--- src/rtl/debounced_edge_detector.sv ---
// debounced_edge_detector
//
// Multi-channel input conditioner. Each raw asynchronous input is synchronised,
// optionally debounced, and turned into registered one-cycle rise/fall pulses
// plus a mode-selected edge pulse.
//
// Build option:
//   DEBOUNCE_EDGE_FILTER_EN  defined: per-channel debounce counters present; a new
//                            synchronised level must persist stable_cycles cycles.
//                            undefined: no counters; level follows the synchroniser
//                            with one register of delay and every change pulses.
//
// Parameters:
//   width          number of independent channels
//   sync_stages    synchroniser depth, 2..4
//   stable_cycles  debounce qualification length, >= 1
//   edge_mode      0 = rising, 1 = falling, anything else = both
//
// Ports:
//   clk_i              sole clock, rising edge
//   rst_i              synchronous active-high reset
//   signal_in          raw asynchronous inputs
//   level_out          accepted (debounced) level per channel
//   rise_pulse         one-cycle pulse on accepted 0->1
//   fall_pulse         one-cycle pulse on accepted 1->0
//   edge_detect_pulse  rise, fall or both, selected by edge_mode

module debounced_edge_detector #(
    parameter int unsigned width         = 1,
    parameter int unsigned sync_stages   = 2,
    parameter int unsigned stable_cycles = 16,
    parameter int unsigned edge_mode     = 0
) (
    input  logic             clk_i,
    input  logic             rst_i,
    input  logic [width-1:0] signal_in,
    output logic [width-1:0] level_out,
    output logic [width-1:0] rise_pulse,
    output logic [width-1:0] fall_pulse,
    output logic [width-1:0] edge_detect_pulse
);

    // Reject illegal configurations at elaboration.
    if (sync_stages < 2 || sync_stages > 4 || stable_cycles < 1) begin : g_bad_param
        $error("debounced_edge_detector: illegal sync_stages or stable_cycles");
    end

    // ------------------------------------------------------------------
    // Synchroniser: sync_q[0] samples the raw input, last stage is s.
    // ------------------------------------------------------------------
    logic [width-1:0] sync_q [sync_stages];
    logic [width-1:0] sync_d [sync_stages];
    logic [width-1:0] s;

    always_comb begin
        sync_d[0] = signal_in;
        for (int k = 1; k < int'(sync_stages); k++) begin
            sync_d[k] = sync_q[k-1];
        end
    end

    always_ff @(posedge clk_i) begin
        if (rst_i) begin
            for (int k = 0; k < int'(sync_stages); k++) begin
                sync_q[k] <= '0;
            end
        end else begin
            for (int k = 0; k < int'(sync_stages); k++) begin
                sync_q[k] <= sync_d[k];
            end
        end
    end

    assign s = sync_q[sync_stages-1];

    // ------------------------------------------------------------------
    // Accepted level and registered pulses.
    // ------------------------------------------------------------------
    logic [width-1:0] lvl_q, lvl_d;
    logic [width-1:0] rise_q, rise_d;
    logic [width-1:0] fall_q, fall_d;

`ifdef DEBOUNCE_EDGE_FILTER_EN
    localparam int unsigned CntW = $clog2(stable_cycles + 1);
    localparam logic [CntW-1:0] CntMax = CntW'(stable_cycles - 1);

    logic [CntW-1:0] cnt_q [width];
    logic [CntW-1:0] cnt_d [width];

    always_comb begin
        lvl_d  = lvl_q;
        rise_d = '0;
        fall_d = '0;
        for (int i = 0; i < int'(width); i++) begin
            cnt_d[i] = '0;
            if (s[i] != lvl_q[i]) begin
                if (cnt_q[i] == CntMax) begin
                    // Disagreement has persisted long enough: accept it.
                    lvl_d[i]  = s[i];
                    rise_d[i] = s[i];
                    fall_d[i] = ~s[i];
                end else begin
                    cnt_d[i] = cnt_q[i] + 1'b1;
                end
            end
        end
    end

    always_ff @(posedge clk_i) begin
        if (rst_i) begin
            for (int i = 0; i < int'(width); i++) begin
                cnt_q[i] <= '0;
            end
        end else begin
            for (int i = 0; i < int'(width); i++) begin
                cnt_q[i] <= cnt_d[i];
            end
        end
    end
`else
    always_comb begin
        lvl_d  = s;
        rise_d = s & ~lvl_q;
        fall_d = ~s & lvl_q;
    end
`endif

    always_ff @(posedge clk_i) begin
        if (rst_i) begin
            lvl_q  <= '0;
            rise_q <= '0;
            fall_q <= '0;
        end else begin
            lvl_q  <= lvl_d;
            rise_q <= rise_d;
            fall_q <= fall_d;
        end
    end

    // Derived from registered pulses, so it is glitch-free and resets with them.
    always_comb begin
        edge_detect_pulse = rise_q | fall_q;
        case (edge_mode)
            0:       edge_detect_pulse = rise_q;
            1:       edge_detect_pulse = fall_q;
            default: edge_detect_pulse = rise_q | fall_q;
        endcase
    end

    assign level_out  = lvl_q;
    assign rise_pulse = rise_q;
    assign fall_pulse = fall_q;

endmodule
--- config.mk ---
export PLATFORM = sky130hd
export DESIGN_NAME = debounced_edge_detector
export DESIGN_NICKNAME = d
export VERILOG_FILES = /design/src/rtl/debounced_edge_detector.sv
export SDC_FILE = /design/constraint.sdc
export NUM_CORES = 1
export LEC_CHECK = 0
export ABC_AREA = 1
export BUFFER_PORTS_ARGS = -buffer_cell sky130_fd_sc_hd__buf_2
export CAP_MARGIN = 20
export CORE_AREA = 10 10 47 49
export DETAILED_ROUTE_END_ITERATION = 8
export DIE_AREA = 0 0 57 59
export GPL_TIMING_DRIVEN = 1
export SLEW_MARGIN = 5
export SYNTH_ARGS = -nofsm -noshare
export SYNTH_HDL_FRONTEND = slang
export SYNTH_SLANG_ARGS = --single-unit
--- constraint.sdc ---
create_clock -name clk_i -period 0.95 [get_ports clk_i]
set_clock_uncertainty 0.2 [all_clocks]
set_input_delay 0.19 -clock clk_i [delete_from_list [all_inputs] [get_ports clk_i]]
set_output_delay 0.19 -clock clk_i [all_outputs]
set_load 0.02 [all_outputs]
==> impl_results.md, run 1 <==
* #FFs+latches synth at 5
* Worst R2R Path Depth at 3
* Htree depth at 1
* Sequential area share after synthesis at 0.678
* First-pass GRT wire length at between 400 and 500 um
* Fin. max-slew vios at 0
* Worst-path fanout max at 2
* Routed via count at about 120
* Ys Warns at 0
* Antenna Violating Nets Remaining at 0
* Largest delay share family, worst path: flip-flops
* R2R Setup Slk at about 0.12 ns
* Share of layout cells above drive strength 1 at 0.577
* Slew margin rel. at 0.945
* Critical R2R Launch: level_out
* Max Clk Rate at just over 900 MHz
* Clock Tree Buf Depth at 2
* Vias/cell at 2.79
* Wirelength, routed at ~280 um
* Hold Path Class: in -> reg
* Final setup viols at 4
* Sequence of cells on the critical path: buf_6
* Synth Cell Area at 148 um2
* Crit Path Class: reg -> out
* Worst slew pin tran at approximately 0.082 ns
* Drt initial violations at 0
* Minimum clock period at approximately 1.1 ns
* Io pins at 7
* CTS tree: done
* Pwr Density at slightly below 2000 nW/um2
* Inserted Clock Buffers at 3
* Cells after synthesis at 16
* Placer Congestion at about 0.66
* Hold Path Depth at 2
* CP bufs+invs at 1
* Hold-critical path endpoint: sync_q[0][0]
* Violated checks: negative hold slack, negative setup slack
* Hold_sp: rst_i
* R2R Path End: fall_pulse
* WP data arrival at slightly below 0.7 ns
* Clock Latency Late Sink at between 0.2 and 0.25 ns
* Die ar. at 3360 um2
* Starting density of the core at 0.105
* RSZ-0062 raised after global routing: true
* # port buffers at 6
* Worst-path clk slew at around 0.05 ns
* Largest net degree at the start of global routing at 4
* Die W at approximately 57 um
* Height of the die at a little under 60 um
* Peak supply drop at 0.605 mV
* Netlist cell types at 7
* DRT Pass-1 Iters at 1
* DRC at 0
* DP Area at roughly 190 um2
* Max-Cap Viols at 0
* Area Overhead vs Synth at 71.2%
* Total global-route track usage at 0.0220
* CP max-delay cell: dfxtp_2
* Max incr delay on CP at about 0.33 ns
* Area of the multi-input gates at 25.0 um2
* Status: finished with violations
* ANT cells at 0
* Finished Cell Area at about 250 um2
* Critical path startpoint category: flop
* Initial antenna violation count at 0
* Total clock sinks at 5
* Final WS setup at -0.131 ns
* Mapped Nets at 19
* Wire per inst at ~6.7 um
* Final Hold Viols at 2
* Mean Syn Cell Area at 9.23 um2
* Row count at 14
* Core Box Area at ~1400 um2
* Vias in the first global route at ~120
* FF/Latch Area at approximately 100 um2
* Min Hold Slack at -0.0531 ns
* Leakage at around 0.13 nW
* Total Nets Final at 30
* Root Driver: clkbuf_4
* Fillers at between 150 and 200
* Fin crit share at 1.14
* Global route total overflow at 0
* Crit end category: output port
* WP data required at around 0.56 ns
## flip-flops by register name, indices dropped and copies added, names as in the netlist
name / cells
sync_q: 2
fall_pulse: 1
level_out: 1
edge_detect_pulse: 1
## how the worst max path moves through the flow
| stage | start | to | slack (ns) | cells past startpoint |
|---|---|---|---|---|
| floorplan | edge_detect_pulse | rise_pulse | 0.04 | 1 |
| global placement | level_out | level_out | 0.07 | 1 |
| detailed placement | level_out | level_out | 0.06 | 1 |
| CTS | edge_detect_pulse | edge_detect_pulse | -0.14 | 1 |
| global route | edge_detect_pulse | rise_pulse | -0.16 | 1 |
| finish | edge_detect_pulse | rise_pulse | -0.13 | 1 |
## cells in the mapped netlist
cell type / number / area [um2]
nand2_2: 1 / 6.26
nor2_1: 4 / 15.0
inv_1: 3 / 11.3
nand2_1: 1 / 3.75
inv_2: 1 / 3.75
dfxtp_1: 5 / 100
buf_4: 1 / 7.51
## report_power, final
part / leakage [nW] / total (mW) / switching (mW) / internal (mW)
sequential: 0.0423 / 0.221 / 0.00333 / 0.218
clock: 0.0150 / 0.248 / 0.0892 / 0.159
combinational: 0.0732 / 0.0282 / 0.0137 / 0.0145
## metrics by stage
step           power [mW]  setup WS [ns]  cells   util  TNS, ns
2_1_floorplan       0.238         0.0427     16      -        0
3_3_place_gp        0.246         0.0749     37  0.137        0
3_5_place_dp        0.247         0.0571     37  0.137        0
4_1_cts             0.511         -0.142     42  0.180   -0.538
5_1_grt             0.529         -0.159     42  0.180   -0.595
6_report            0.498         -0.131     42  0.180   -0.496
## per-layer routing
metal  up-vias  wire [um]  GRT usage
met5         -          0          0
met2        11         69     0.0186
li1         62          -          -
met3         0         89     0.0451
met1        44        122     0.0178
met4         0          0     0.0101
## cell type report
type                            instances  share of cell area
Inverter                                4              0.0594
Timing Repair Buffer                    7               0.248
Multi-Input combinational cell          6              0.0990
Tap cell                               16              0.0792
Clock buffer                            4               0.104
Sequential cell                         5               0.411
## timing repair
action,CTS,global route
hold endpoints to repair,2,2
setup buffers,1,0
gates cloned,0,0
endpoints found under the setup margin,4,4
gates resized for setup,10,0
## cells in the final DEF, fill, tap and decap left out
cell,instances
buf_2,2
buf_4,1
buf_6,4
clkbuf_1,1
clkbuf_4,3
dfxtp_1,2
dfxtp_2,3
inv_1,3
inv_2,1
nand2_1,1
nand2_2,1
nor2_1,4
## cell families after synthesis
group / after synthesis / synth area share
buffers and inverters: 5 / 0.153
flip-flops: 5 / 0.678
AND/OR/NAND/NOR: 6 / 0.169
(Power assumes the default switching activity.)
==> inputs of run 2 (changes only) <==
--- a/config.mk
+++ b/config.mk
@@ -9,6 +9,7 @@
 export BUFFER_PORTS_ARGS = -buffer_cell sky130_fd_sc_hd__buf_2
 export CAP_MARGIN = 20
 export CORE_AREA = 10 10 47 49
+export CTS_BUF_LIST = sky130_fd_sc_hd__clkbuf_2
 export DETAILED_ROUTE_END_ITERATION = 8
 export DIE_AREA = 0 0 57 59
 export GPL_TIMING_DRIVEN = 1
==> run 2 against run 1 <==
- the flow still finishes with violations (negative hold slack, negative setup slack)
- die area stayed put
- core utilization is 0.45 points lower
- fmax is 1.7% higher
- sequential share of layout area is 1.0 points higher
- sequential cell count stayed put
- setup slack better by 0.018 ns
- critical path type unchanged
- global-route usage is 0.13 points higher
- sequential power hardly changed
==> impl_results.md, run 2 (same netlist as run 1, synthesis figures left out) <==
* Total global-route track usage at 0.0233
* Crit end category: output port
* Hold Path Depth at 2
* Inserted Clock Buffers at 3
* Max-Cap Viols at 0
* Critical R2R Launch: level_out
* Slew margin rel. at 0.945
* Most frequent cells in the layout: 4 x nor2_1, 4 x clkbuf_2, 4 x buf_6, 3 x inv_1, 3 x dfxtp_2
* Final Hold Viols at 2
* Placed Cells at 37
* Initial antenna violation count at 0
* WP data arrival at about 0.67 ns
* Share of layout cells above drive strength 1 at 0.615
* Max reg flops at 2
* Leakage at between 0.1 and 0.15 nW
* Status: finished with violations
* Routed via count at about 120
* Hold Path Class: in -> reg
* Peak supply drop at ~0.42 mV
* Io pins at 7
* Antenna Violating Nets Remaining at 0
* RSZ-0062 raised after global routing: true
* Largest delay share family, worst path: flip-flops
* First-pass GRT wire length at slightly below 500 um
* Worst R2R Path Depth at 3
* Area Overhead vs Synth at 66.9%
* Fin crit share at 1.12
* CP max-delay cell: dfxtp_2
* DRT Pass-1 Iters at 1
* CTS tree: done
* DP Worst Slack at approximately 0.057 ns
* Worst-path fanout max at 2
* Hold-critical path endpoint: sync_q[0][0]
* FF/Latch Area at 104 um2
* Max incr delay on CP at between 0.3 and 0.4 ns
* Vias in the first global route at 120
* R2R Path End: fall_pulse
* Minimum clock period at about 1.1 ns
* Root Driver: clkbuf_2
* Htree depth at 1
* Fillers at 164
* WP data required at about 0.56 ns
* Critical path startpoint category: flop
* ANT cells at 0
* R2R Setup Slk at approximately 0.11 ns
* Hold_sp: rst_i
* Die W at roughly 57 um
* DP Area at ~190 um2
* Total Nets Final at 30
* Global route total overflow at 0
* # port buffers at 6
* Crit Path Class: reg -> out
* Final Core Density at 0.176
* Drt initial violations at 0
* Wirelength, routed at 283 um
* Final WS setup at -0.113 ns
* Placer Congestion at around 0.66
* Clock Tree Buf Depth at 2
* Height of the die at ~60 um
* Vias/cell at 2.76
* Clock Latency Late Sink at ~0.22 ns
* Pwr Density at about 1800 nW/um2
* Fin. max-slew vios at 0
* DRC at 0
* Total clock sinks at 5
* Finished Cell Area at about 250 um2
* Wire per inst at about 6.7 um
* Max Clk Rate at roughly 940 MHz
* Row count at 14
* Largest net degree at the start of global routing at 4
* Core Box Area at between 1000 and 1500 um2
* CP bufs+invs at 1
* Starting density of the core at 0.105
* Fin cells at 42
* Worst slew pin tran at 0.0819 ns
* Worst-path clk slew at roughly 0.06 ns
* Final setup viols at 4
* Violated checks: negative hold slack, negative setup slack
* Biggest register: sync_q
* Area of the multi-input gates at 25.0 um2
* Min Hold Slack at -0.0297 ns
* Die ar. at between 3000 and 4000 um2
* Sequence of cells on the critical path: buf_6
-- run 2: cell counts in the layout (fill, tap and decap cells not counted) --
Identical to the previous run, type by type.
-- run 2: per-stage QoR --
stage	power, mW	setup TNS, ns
after floorplan	0.238	0
after global placement	0.246	0
after detailed placement	0.247	0
after CTS	0.465	-0.502
after global routing	0.483	-0.582
final	0.449	-0.423
-- run 2: power breakdown --
group          total, mW  internal, mW  switching, mW
sequential         0.221         0.217        0.00333
combinational     0.0283        0.0145         0.0137
clock              0.200         0.112         0.0889
total              0.449         0.343          0.106
-- run 2: final cells by class --
cell class | instances | share of cell area
sequential | 5 | 0.421
timing repair buffer | 7 | 0.254
multi-input combinational | 6 | 0.102
clock buffer | 4 | 0.0812
tap | 16 | 0.0812
inverter | 4 | 0.0609
-- run 2: worst max-delay path by stage --
stage | start | end | slack (ns) | cells after the start
3_3_place_gp | level_out | level_out | 0.07 | 1
6_report | edge_detect_pulse | rise_pulse | -0.11 | 1
4_1_cts | edge_detect_pulse | edge_detect_pulse | -0.13 | 1
3_5_place_dp | level_out | level_out | 0.06 | 1
5_1_grt | edge_detect_pulse | rise_pulse | -0.16 | 1
2_1_floorplan | edge_detect_pulse | rise_pulse | 0.04 | 1
-- run 2: what timing repair did --
action	in CTS	in global routing
buffers inserted	1	0
gates resized for setup	10	0
hold endpoints to repair	2	2
setup endpoints to repair	4	4
gates cloned	0	0
-- run 2: per-layer routing --
| metal | up-vias | wire length (um) | track usage |
|---|---|---|---|
| li1 | 62 | - | - |
| met1 | 45 | 132 | 0.0178 |
| met2 | 9 | 72 | 0.0186 |
| met3 | 0 | 78 | 0.0451 |
| met4 | 0 | 0 | 0.0201 |
| met5 | - | 0 | 0 |
